File: src/rtl/tdc_decoder.sv
// Thermometer-code TDC decoder: bubble correction, linear/bang-bang decode, missing-edge saturation.
// Optional window averaging is compiled in when TDC_AVG_EN is defined.
module tdc_decoder #(
   parameter int N_TAPS   = 32,
   parameter int OUT_W    = 8,
   parameter int AVG_LOG2 = 2
) (
   input  logic                    refclk,
   input  logic                    resetn,
   input  logic [N_TAPS-1:0]       taps,
   input  logic                    fb_seen,
   input  logic                    mode_bb,
   output logic signed [OUT_W-1:0] out,
   output logic                    out_valid,
   output logic                    sat
);

   localparam int RANGE = N_TAPS / 2;
   localparam logic signed [OUT_W-1:0] POS_ONE  = OUT_W'(1);
   localparam logic signed [OUT_W-1:0] POS_FULL = OUT_W'(RANGE);

   if (N_TAPS < 4 || (N_TAPS % 2) != 0) begin : g_bad_taps
      $error("tdc_decoder: N_TAPS must be even and >= 4");
   end
   if (RANGE > (2 ** (OUT_W - 1)) - 1) begin : g_bad_out_w
      $error("tdc_decoder: OUT_W too narrow to hold +/-RANGE");
   end
   if (AVG_LOG2 < 0 || AVG_LOG2 > 6) begin : g_bad_avg
      $error("tdc_decoder: AVG_LOG2 must be within 0..6");
   end

   // S1: raw capture of the sampler outputs
   logic [N_TAPS-1:0] s1_taps;
   logic              s1_fb, s1_mode, s1_valid;

   // NOTE: sequential state is always written with <= so every register samples pre-edge values.
   always_ff @(posedge refclk or negedge resetn) begin
      if (!resetn) begin
         s1_taps  <= '0;
         s1_fb    <= 1'b0;
         s1_mode  <= 1'b0;
         s1_valid <= 1'b0;
      end else begin
         s1_taps  <= taps;
         s1_fb    <= fb_seen;
         s1_mode  <= mode_bb;
         s1_valid <= 1'b1;
      end
   end

   // S2: three-tap majority removes single-tap bubbles; the end taps pass through
   logic [N_TAPS-1:0] corr;

   // NOTE: every always_comb output gets a default first, so no path can infer a latch.
   always_comb begin
      corr = s1_taps;
      for (int i = 1; i < N_TAPS - 1; i++) begin
         corr[i] = (s1_taps[i-1] & s1_taps[i]) |
                   (s1_taps[i]   & s1_taps[i+1]) |
                   (s1_taps[i-1] & s1_taps[i+1]);
      end
   end

   logic [N_TAPS-1:0] s2_c;
   logic              s2_fb, s2_mode, s2_valid;

   always_ff @(posedge refclk or negedge resetn) begin
      if (!resetn) begin
         s2_c     <= '0;
         s2_fb    <= 1'b0;
         s2_mode  <= 1'b0;
         s2_valid <= 1'b0;
      end else begin
         s2_c     <= corr;
         s2_fb    <= s1_fb;
         s2_mode  <= s1_mode;
         s2_valid <= s1_valid;
      end
   end

   // Decode: k is the first 0 in the corrected code, so raw = RANGE - k already spans +/-RANGE
   int                      k;
   logic signed [OUT_W-1:0] raw;
   logic                    raw_sat;

   always_comb begin
      k = N_TAPS;
      for (int i = N_TAPS - 1; i >= 0; i--) begin
         if (!s2_c[i]) k = i;
      end
      raw     = '0;
      raw_sat = 1'b0;
      if (s2_mode) begin
         raw = (s2_c[0] && s2_fb) ? -POS_ONE : POS_ONE;
      end else if (!s2_fb) begin
         raw     = POS_FULL;
         raw_sat = 1'b1;
      end else begin
         raw     = OUT_W'(RANGE - k);
         raw_sat = (k == 0) || (k == N_TAPS);
      end
   end

`ifdef TDC_AVG_EN
   localparam int ACC_W    = OUT_W + AVG_LOG2;
   localparam int CNT_W    = (AVG_LOG2 > 0) ? AVG_LOG2 : 1;
   localparam int WIN_LAST = (2 ** AVG_LOG2) - 1;

   logic signed [ACC_W-1:0] acc, base_acc, sum;
   logic [CNT_W-1:0]        cnt, base_cnt;
   logic                    sat_acc, base_sat, last_mode, have_last, restart, win_done;

   // A mode change discards the partial window; the new-mode sample opens the next one
   always_comb begin
      restart  = have_last && (s2_mode != last_mode);
      base_acc = restart ? '0 : acc;
      base_cnt = restart ? '0 : cnt;
      base_sat = restart ? 1'b0 : sat_acc;
      sum      = base_acc + ACC_W'(raw);
      win_done = (base_cnt == CNT_W'(WIN_LAST));
   end

   always_ff @(posedge refclk or negedge resetn) begin
      if (!resetn) begin
         out       <= '0;
         sat       <= 1'b0;
         out_valid <= 1'b0;
         acc       <= '0;
         cnt       <= '0;
         sat_acc   <= 1'b0;
         last_mode <= 1'b0;
         have_last <= 1'b0;
      end else begin
         out_valid <= 1'b0;
         if (s2_valid) begin
            last_mode <= s2_mode;
            have_last <= 1'b1;
            if (win_done) begin
               out       <= OUT_W'(sum >>> AVG_LOG2);
               sat       <= base_sat | raw_sat;
               out_valid <= 1'b1;
               acc       <= '0;
               cnt       <= '0;
               sat_acc   <= 1'b0;
            end else begin
               acc     <= sum;
               cnt     <= base_cnt + CNT_W'(1);
               sat_acc <= base_sat | raw_sat;
            end
         end
      end
   end
`else
   always_ff @(posedge refclk or negedge resetn) begin
      if (!resetn) begin
         out       <= '0;
         sat       <= 1'b0;
         out_valid <= 1'b0;
      end else begin
         out_valid <= s2_valid;
         if (s2_valid) begin
            out <= raw;
            sat <= raw_sat;
         end
      end
   end
`endif

endmodule

File: config.mk
export PLATFORM = sky130hd
export DESIGN_NAME = tdc_decoder
export DESIGN_NICKNAME = d
export VERILOG_FILES = /design/src/rtl/tdc_decoder.sv
export SDC_FILE = /design/constraint.sdc
export NUM_CORES = 1
export LEC_CHECK = 0
export CORE_MARGIN = 5
export CORE_UTILIZATION = 51
export DETAILED_ROUTE_END_ITERATION = 8
export PLACE_DENSITY = 0.87
export SETUP_SLACK_MARGIN = 0.3
export SLEW_MARGIN = 10
export SYNTH_ARGS = -nofsm -noshare
export SYNTH_HDL_FRONTEND = slang
export SYNTH_SLANG_ARGS = --single-unit
File: constraint.sdc
create_clock -name refclk -period 2.6 [get_ports refclk]
set_input_delay 0.39 -clock refclk [delete_from_list [all_inputs] [get_ports refclk]]
set_output_delay 0.39 -clock refclk [all_outputs]
set_load 0.005 [all_outputs]
==> impl_metrics.toml, run 1 <==
[yosys]
async_reset_ff_frac = 1.00
synth-seq-area-share = 0.666
synthDominantCellAreaShare = 0.666
synth-warning-count = 0
synth.ff_latch_count = 80
dominantRegCellSynth = "dfrtp_1"
post_synth_inst_count = 220
synthesis.nets = 257
synth.lib_cells_used.distinct = 46
synthTopCellsByArea = "dfrtp_1 (67%), maj3_1 (10%), nand2_1 (2.0%), nand4_1 (1.9%), nor2_1 (1.4%)"
yosysTopAreaCell = "dfrtp_1"
cell_area_after_technology_mapping_mm2 = 0.00301
postSynthAreaPerCell_um2 = 13.7
synth_edf_count = 0

[power_and_ir_drop]
p_int_mw = 2.07
swShare = 0.220
switchingPower_mw = 0.583
irDropWorstVdd_uv = 473
power.share.combinational = 0.099
finalPower_mw = 2.65
p_leak_nw = 1.55
clock_power_share = 0.372
powerDensity_mw_per_mm2 = 695
seq_power_share = 0.529

[clocking]
worst_skew_pair.late_latency_ps = 350
cts_num_sinks = 80
cts_root_buf = "clkbuf_8"
hold_buffer_count_at_cts = 0
cts_buffers = 9
clock_transition_at_path_regs_ps = 70
tritoncts = "done"
cts_max_path_buffers = 2
htree_num_levels = 3

[die]
die_height_um = 86.8
floorplan.io_pins = 46
effective_utilization_at_floorplan = 0.517
placement_rows = 28
die_width_um = 86.8
fp.dieArea_mm2 = 0.00753
core-area_mm2 = 0.00582

[setup_path]
crit_type = "reg2reg"
setup_slack_reg_to_reg_ps = 400
critical_path.endpoint_type = "register"
worst-endpoint-arrival_ps = 2490
r2r_end = "out[4]"
worstPathMaxFanout = 4
crit_path_start_kind = "register"
launching_point_of_the_worst_reg2reg_path = "s2_c[31]"
critical_path_required_ps = 2890
timing.reg2reg.worst_path_depth = 9

[routing]
antenna_violating_nets_post_route = 0
drt_drc_violations_left = 0
drtPass1Iterations = 4
detail_route.iter0.violations = 133
routed-via-count = 1899
avgRoutedWirePerCell_um = 14.1
finalWirelength_um = 5090
routed_via_density = 5.28

[flow_run]
max_cap_viol_count = 0

[grt]
global_route_wire_length_before_repair_um = 8300
grt-ovfl-total = 0
pin_count_of_the_biggest_net_entering_global_routing = 81
grt_pass1_vias = 1847
number_of_antenna_violations_at_the_first_check_in_global_routing = 0
grt_usage = 0.147

[place]
routabilityCongestion = 0.862
place.port_buffers = 45
hpwl_um = 3330

[timing]
post-route-min-period_ps = 2200
setup-tns-final_ps = 0
report.final.slew_viol_count = 0
actual_transition_at_the_worst_max_transition_pin_ps = 950
max_freq_ghz = 0.454
skew_ps = 6.54
final-setup-viol-count = 0
worst_slew_margin_rel = 0.366
timing.final.crit_share = 0.847
fin_worst_hold_slack_ps = 191
grt_setup_unrepaired = "true"
hold_viol = 0

[min_path]
hold_path_class = "in2async"

[layout]
fill_cells = 440
final_cell_mix = "dfrtp_1 (80), clkdlybuf4s50_1 (44), maj3_1 (30), nand2_1 (16)"
count_of_antenna_diodes_in_the_layout = 0
layout_top_registers = "s1_taps x32, s2_c x32, out x8"
post_route_cells_drive_above_1_share = 0.123
layout.core_utilization = 0.657
nNetsFinal = 318
synthToLayoutAreaGrowth_pct = 27.0
final_common_cell = "dfrtp_1"

[outcome]
outcome = "completed"
## how the worst max path moves through the flow
stage | from | endpoint | slack, ps
after global routing | s2_c[31] | out[4] | 260
after global placement | s2_c[31] | out[4] | 300
after CTS | s2_c[31] | out[4] | 320
after floorplan | s2_c[31] | out[4] | 390
final | s2_c[31] | out[4] | 400
after detailed placement | s2_c[31] | out[4] | 220
## per-stage QoR
stage | setup WS [ps] | cells | cell area, um2
after global routing | 256 | 360 | 3820
after global placement | 301 | 339 | 3540
final | 397 | 360 | 3820
after detailed placement | 223 | 339 | 3540
after floorplan | 390 | 220 | 3010
after CTS | 325 | 355 | 3770
## cells by family after synthesis
logic type,Yosys count,share of synthesized area
flip-flops,80,0.666
adder cells (fa/ha/maj),31,0.104
other,1,0.00125
XOR/XNOR,1,0.00291
multiplexers,2,0.00707
AND/OR/NAND/NOR,56,0.0957
AO/OA/AOI/OAI,40,0.111
buffers and inverters,9,0.0125
## routing by layer
layer / vias to the layer above / global-route usage / share of wire
li1: 920 / - / -
met1: 906 / 0.175 / 0.41
met2: 59 / 0.233 / 0.50
met3: 14 / 0.0475 / 0.065
met4: 0 / 0.0878 / 0.029
met5: - / 0 / 0
## cell type report
| cell class | instances | area, um2 | area share |
|---|---|---|---|
| sequential | 80 | 2000 | 0.524 |
| multi-input combinational | 131 | 981 | 0.257 |
| timing repair buffer | 51 | 493 | 0.129 |
| clock buffer | 12 | 155 | 0.0406 |
| tap | 75 | 93.8 | 0.0246 |
| clock inverter | 3 | 65.1 | 0.0170 |
| inverter | 8 | 30.0 | 0.00786 |
## power by group through the flow
stage | sequential (mW) | clock [mW] | combinational [mW]
3_3_place_gp | 1.42 | 0 | 0.240
4_1_cts | 1.40 | 1.01 | 0.250
5_1_grt | 1.42 | 1.05 | 0.291
2_1_floorplan | 1.41 | 0 | 0.117
3_5_place_dp | 1.43 | 0 | 0.245
6_report | 1.40 | 0.987 | 0.264
## synth_stat cells (all sizes together), types with 2 or more instances
master / n
a21oi: 7
nand3: 6
dfrtp: 80
nand2b: 3
maj3: 30
a2111oi: 2
nor3: 3
o21ai: 8
a211oi: 3
inv: 8
o22ai: 2
and4: 2
nor2: 13
nand4: 9
nand2: 16
a31oi: 4
## worst max-delay path, stage by stage, from the launching register on
cell and delay, ps:
dfrtp_1 410, nor2b_2 110, o2111ai_1 110, a221o_1 380
a221oi_4 320, inv_2 70, ha_4 180, a311o_1 280
a31oi_1 150, o22a_1 140
## what timing repair did
| item | CTS | global route |
|---|---|---|
| setup endpoints to repair | 2 | 2 |
| resized for setup | 0 | 4 |
| pin swaps | 1 | 3 |
| buffers inserted | 1 | 5 |
(Power assumes the default switching activity.)
==> run 2, diff against run 1 <==
- CORE_UTILIZATION: 51 -> 48
- PLACE_DENSITY: 0.87 -> 0.86
- clock period: 2.6 -> 1.8 ns (I/O delays scaled with it)
==> run 2 against run 1 <==
The run now ends with negative setup slack left. Combinational power increased by 86%. Critical path depth unchanged. Fmax increased by 0.52%. Utilization increased by 3.3 points. Via count increased by 7.3%. Cell count increased by 9.7%. Count of clock-buffer cells in the layout decreased by 1. Largest cell class unchanged. Highest routed layer unchanged.
==> impl_metrics.toml, run 2 (synthesis gave the netlist of run 1 again) <==
[outcome]
failed_checks = "negative setup slack"
outcome = "complete, but fails checks"

[timing]
hold_viol = 0
report.final.slew_viol_count = 0
skew_ps = 6.81
final-setup-viol-count = 9
timing.final.crit_share = 1.22
grt_setup_unrepaired = "true"
final.setup.worst_slack_ps = -391
max_freq_ghz = 0.456
post-route-min-period_ps = 2190

[layout]
fill_cells = 420
layout.core_utilization = 0.690
multi_input_area_mm2 = 0.00106
nNetsFinal = 352
synthToLayoutAreaGrowth_pct = 37.5
layout_top_registers = "s1_taps x32, s2_c x32, out x8"
layout.area.seq_mm2 = 0.00200
post_route_cells_drive_above_1_share = 0.247
final_common_cell = "dfrtp_1"
instances_no_fill = 395
final_cell_mix = "dfrtp_1 (80), clkdlybuf4s50_1 (39), buf_4 (38), maj3_1 (30), nand2_1 (16)"
count_of_antenna_diodes_in_the_layout = 0

[power_and_ir_drop]
irDropWorstVdd_uv = 593
p_int_mw = 2.78
p_leak_nw = 1.76
switchingPower_mw = 0.876
seq_power_share = 0.550
power.share.combinational = 0.134
swShare = 0.239
clock_power_share = 0.316
finalPower_mw = 3.66
powerDensity_mw_per_mm2 = 885

[routing]
drtPass1Iterations = 4
drt_drc_violations_left = 0
routed-via-count = 2037
antenna_violating_nets_post_route = 0
finalWirelength_um = 5220
detail_route.iter0.violations = 83
routed_via_density = 5.16
avgRoutedWirePerCell_um = 13.2

[min_path]
hold_path_class = "reg2reg"
hold-path-cell-count = 0

[place]
place.port_buffers = 45
routabilityCongestion = 0.801
dp_cells = 371
hpwl_um = 3780

[setup_path]
worstPathMaxFanout = 3
timing.reg2reg.worst_path_depth = 9
worst-endpoint-arrival_ps = 2470
crit_type = "reg2reg"
critical_path.endpoint_type = "register"
crit_path_start_kind = "register"
critical_path_required_ps = 2080

[grt]
global_route_wire_length_before_repair_um = 8840
pin_count_of_the_biggest_net_entering_global_routing = 37
number_of_antenna_violations_at_the_first_check_in_global_routing = 0
grt_pass1_vias = 2027
grt_usage = 0.148
grt-ovfl-total = 0

[clocking]
cts_max_path_buffers = 2
cts_root_buf = "clkbuf_8"
cts_num_sinks = 80
tritoncts = "done"
clock_transition_at_path_regs_ps = 70
cts_buffers = 9
htree_num_levels = 3
worst_skew_pair.late_latency_ps = 340

[die]
fp.dieArea_mm2 = 0.00795
core-area_mm2 = 0.00599
die_height_um = 89.2
effective_utilization_at_floorplan = 0.502
die_width_um = 89.2
placement_rows = 28
floorplan.io_pins = 46

[flow_run]
max_cap_viol_count = 0
==> run 2: cell count changes in the layout (fill, tap and decap cells not counted), moves of 2 or more <==
cell / change
a211oi_1: -3
a211oi_2: +3
clkinv_2: +2
bufinv_16: -2
buf_6: +2
a21oi_1: -2
dlymetal6s2s_1: +4
buf_4: +31
clkdlybuf4s50_1: -5
==> run 2: critical path: stages (launching register included) <==
cell,delay [ps]
dfrtp_1,410
nand2_1,90
o2111ai_2,130
a221o_1,390
a221oi_4,310
inv_2,70
ha_4,170
a311o_1,270
a31oi_1,140
o22a_1,150
==> run 2: area by class of cell <==
class,instances,area share
multi-input combinational,131,0.256
tap,75,0.0227
inverter,8,0.00726
clock buffer,11,0.0366
sequential,80,0.484
timing repair buffer,85,0.185
clock inverter,5,0.00756
==> run 2: power by group through the flow <==
| stage | Sequential [mW] | Clock [mW] | Combinational, mW |
|---|---|---|---|
| 2_1_floorplan | 2.04 | 0 | 0.179 |
| 3_3_place_gp | 2.04 | 0 | 0.438 |
| 3_5_place_dp | 2.05 | 0 | 0.448 |
| 4_1_cts | 2.01 | 1.19 | 0.480 |
| 5_1_grt | 2.03 | 1.27 | 0.540 |
| 6_report | 2.01 | 1.15 | 0.490 |
==> run 2: per-stage QoR <==
step                instance area (um2)  setup TNS (ps)  hold WS, ps  setup WS (ps)
finish                             4140           -1900          357           -391
global route                       4140           -2670          334           -521
CTS                                4070           -1750          343           -393
detailed placement                 3810           -1310          244           -379
global placement                   3810            -997          239           -287
floorplan                          3040            -839        -25.6           -285
==> run 2: path summary, 6_finish.rpt <==
check                         start  slack, ps           to
setup / recovery           s2_c[27]       -390       out[4]
hold / removal                s1_fb        360        s2_fb
setup reg to reg           s2_c[27]       -390       out[4]
hold reg to reg               s1_fb        360        s2_fb
max in group asynchronous    resetn        810  s1_taps[17]
min in group asynchronous    resetn        410  s1_taps[20]
==> run 2: metal layers <==
metal,vias to the layer above,track usage,routed length [um],part of all wire
li1,990,-,-,-
met1,981,0.177,2090,0.40
met2,53,0.240,2700,0.52
met3,13,0.0406,300,0.058
met4,0,0.0853,129,0.025
met5,-,0,0,0
==> run 2: repair_timing <==
item | in CTS | in global routing
endpoints found under the hold margin | 32 | 0
pin swaps | 4 | 8
hold buffers | 1 | 0
gates resized for setup | 10 | 10
endpoints found under the setup margin | 10 | 14
buffers inserted | 3 | 4
==> run 3, diff against run 2 <==
- CELL_PAD_IN_SITES_DETAIL_PLACEMENT: default -> 0
- CELL_PAD_IN_SITES_GLOBAL_PLACEMENT: default -> 1
- CORE_UTILIZATION: 48 -> 39
==> run 3 against run 2 <==
The run still ends with negative setup slack left. Setup slack improved by 12 ps. Combinational power increased by 7.3%. Global-route usage decreased by 2.9 points. Flip-flop and latch count unchanged. Largest power group unchanged. Non-clock buffer count increased by 5. Sequential share of layout area decreased by 1.4 points. Routed wire length increased by 0.15%. Highest routed layer unchanged. Fmax increased by 0.56%. Via count decreased by 0.44%.
==> impl_metrics.toml, run 3 (synthesis gave the netlist of run 1 again) <==
[grt]
grt_usage = 0.120
global_route_wire_length_before_repair_um = 9250
grt-ovfl-total = 0
pin_count_of_the_biggest_net_entering_global_routing = 50
number_of_antenna_violations_at_the_first_check_in_global_routing = 0
grt_pass1_vias = 2194

[layout]
fill_cells = 630
final_common_cell = "dfrtp_1"
layout_top_registers = "s1_taps x32, s2_c x32, out x8"
count_of_antenna_diodes_in_the_layout = 0
synthToLayoutAreaGrowth_pct = 41.6
nNetsFinal = 357
final_cell_mix = "dfrtp_1 (80), clkdlybuf4s50_1 (41), buf_4 (39), maj3_1 (30), nand2_1 (15)"
layout.core_utilization = 0.560
post_route_cells_drive_above_1_share = 0.255
layout.cell_area.non_filler_mm2 = 0.00426

[setup_path]
critical-path-max-stage-delay_ps = 410
worst-endpoint-arrival_ps = 2460
path_cells = "nand2_1, o2111ai_2, a221o_1, a221oi_4, inv_2, ha_4, a311o_1, a31oi_1, o22a_1"
crit_type = "reg2reg"
crit_path_start_kind = "register"
critical_path.top_delay_family = "compound AO/OA/AOI/OAI gates"
critical_path_buf_inv_count = 1
critical_path_required_ps = 2080
worstPathMaxFanout = 4
critical_path.endpoint_type = "register"
critPathSlowestCell = "dfrtp_1"

[power_and_ir_drop]
switchingPower_mw = 0.887
powerDensity_mw_per_mm2 = 917
p_leak_nw = 1.78
clock_power_share = 0.350
p_int_mw = 3.02
seq_power_share = 0.515
irDropWorstVdd_uv = 568
finalPower_mw = 3.90
power.share.combinational = 0.135
swShare = 0.227

[routing]
highest_layer = "met4"
detail_route.iter0.violations = 47
avgRoutedWirePerCell_um = 12.2
detailroute.wirelength.met3_um = 200
drt_drc_violations_left = 0
routed_via_density = 4.75
sum_of_met2_wire_segment_lengths_after_detailed_routing_um = 2700
finalWirelength_um = 5220
routedLengthMet1_um = 2210
drtPass1Iterations = 4
antenna_violating_nets_post_route = 0
routed-via-count = 2028

[min_path]
hold_path_class = "reg2reg"

[flow_run]
max_cap_viol_count = 0

[place]
hpwl_um = 3780
place.port_buffers = 45
post-place-ws_ps = -368
routabilityCongestion = 0.788
dpl-instance-area_mm2 = 0.00385

[timing]
max_freq_ghz = 0.459
hold_viol = 0
timing.final.crit_share = 1.21
report.final.slew_viol_count = 0
skew_ps = 4.29
grt_setup_unrepaired = "true"
final.setup.worst_slack_ps = -379
post-route-min-period_ps = 2180
fin_worst_hold_slack_ps = 348
final-setup-viol-count = 9

[die]
effective_utilization_at_floorplan = 0.395
die_width_um = 97.8
placement_rows = 32
die_height_um = 97.8
floorplan.io_pins = 46
fp.dieArea_mm2 = 0.00957
core-area_mm2 = 0.00761

[clocking]
htree_num_levels = 3
cts_num_sinks = 80
cts_root_buf = "clkbuf_8"
cts_max_path_buffers = 2
cts_buffers = 9
tritoncts = "done"
worst_skew_pair.late_latency_ps = 340
clock_transition_at_path_regs_ps = 70

[outcome]
outcome = "complete, but fails checks"
failed_checks = "negative setup slack"
-- run 3: changes by cell type in the layout (fill, tap and decap cells not counted), sizes merged --
cell           change
clkdlybuf4s50      +2
clkinvlp           -1
clkbuf             -1
buf                +5
dlymetal6s2s       -2
bufinv             +2
-- run 3: power groups by stage --
stage                     Combinational (mW)  Clock (mW)  Sequential [mW]
after floorplan                        0.179           0             2.04
after global placement                 0.444           0             2.04
after detailed placement               0.453           0             2.05
after CTS                              0.501        1.41             2.01
after global routing                   0.577        1.48             2.03
final                                  0.526        1.37             2.01
-- run 3: area by class of cell --
| type | count | area, um2 | area share |
|---|---|---|---|
| timing repair buffer | 90 | 823 | 0.193 |
| clock buffer | 10 | 128 | 0.0300 |
| sequential | 80 | 2000 | 0.470 |
| tap | 102 | 128 | 0.0300 |
| clock inverter | 6 | 83.8 | 0.0197 |
| multi-input combinational | 131 | 1060 | 0.250 |
| inverter | 8 | 30.0 | 0.00705 |
-- run 3: repair_timing --
item	in CTS	in global routing
resized for setup	14	8
setup buffers	7	6
hold buffers	1	0
pin swaps	6	10
hold endpoints to repair	31	0
setup endpoints to repair	11	14
-- run 3: path summary, 6_finish.rpt --
kind,startpoint,to,slack [ps],depth (start not counted)
hold / removal,s1_mode,s2_mode,350,0
min in group asynchronous,resetn,s1_taps[27],400,2
setup / recovery,s2_c[27],out[4],-380,9
hold reg to reg,s1_mode,s2_mode,350,0
max in group asynchronous,resetn,out[3],830,3
setup reg to reg,s2_c[27],out[4],-380,9
-- run 3: stage by stage --
stage                     setup TNS (ps)  cells
after CTS                          -1970    421
after global placement             -1090    397
after global routing               -3220    427
after detailed placement           -1490    397
final                              -2270    427
after floorplan                     -839    220
-- run 3: routing by layer --
layer	GRT usage	vias to the layer above
met4	0.0745	0
met1	0.136	983
li1	-	999
met3	0.0293	8
met5	0	-
met2	0.201	38
-- run 3: worst register-to-register path, delay by kind of cell, from the launching register on --
family / cells / cell delay (ps)
compound gates: 6 / 1370
simple gates: 1 / 100
fa+ha+maj: 1 / 170
buf+inv: 1 / 70
flops: 1 / 410
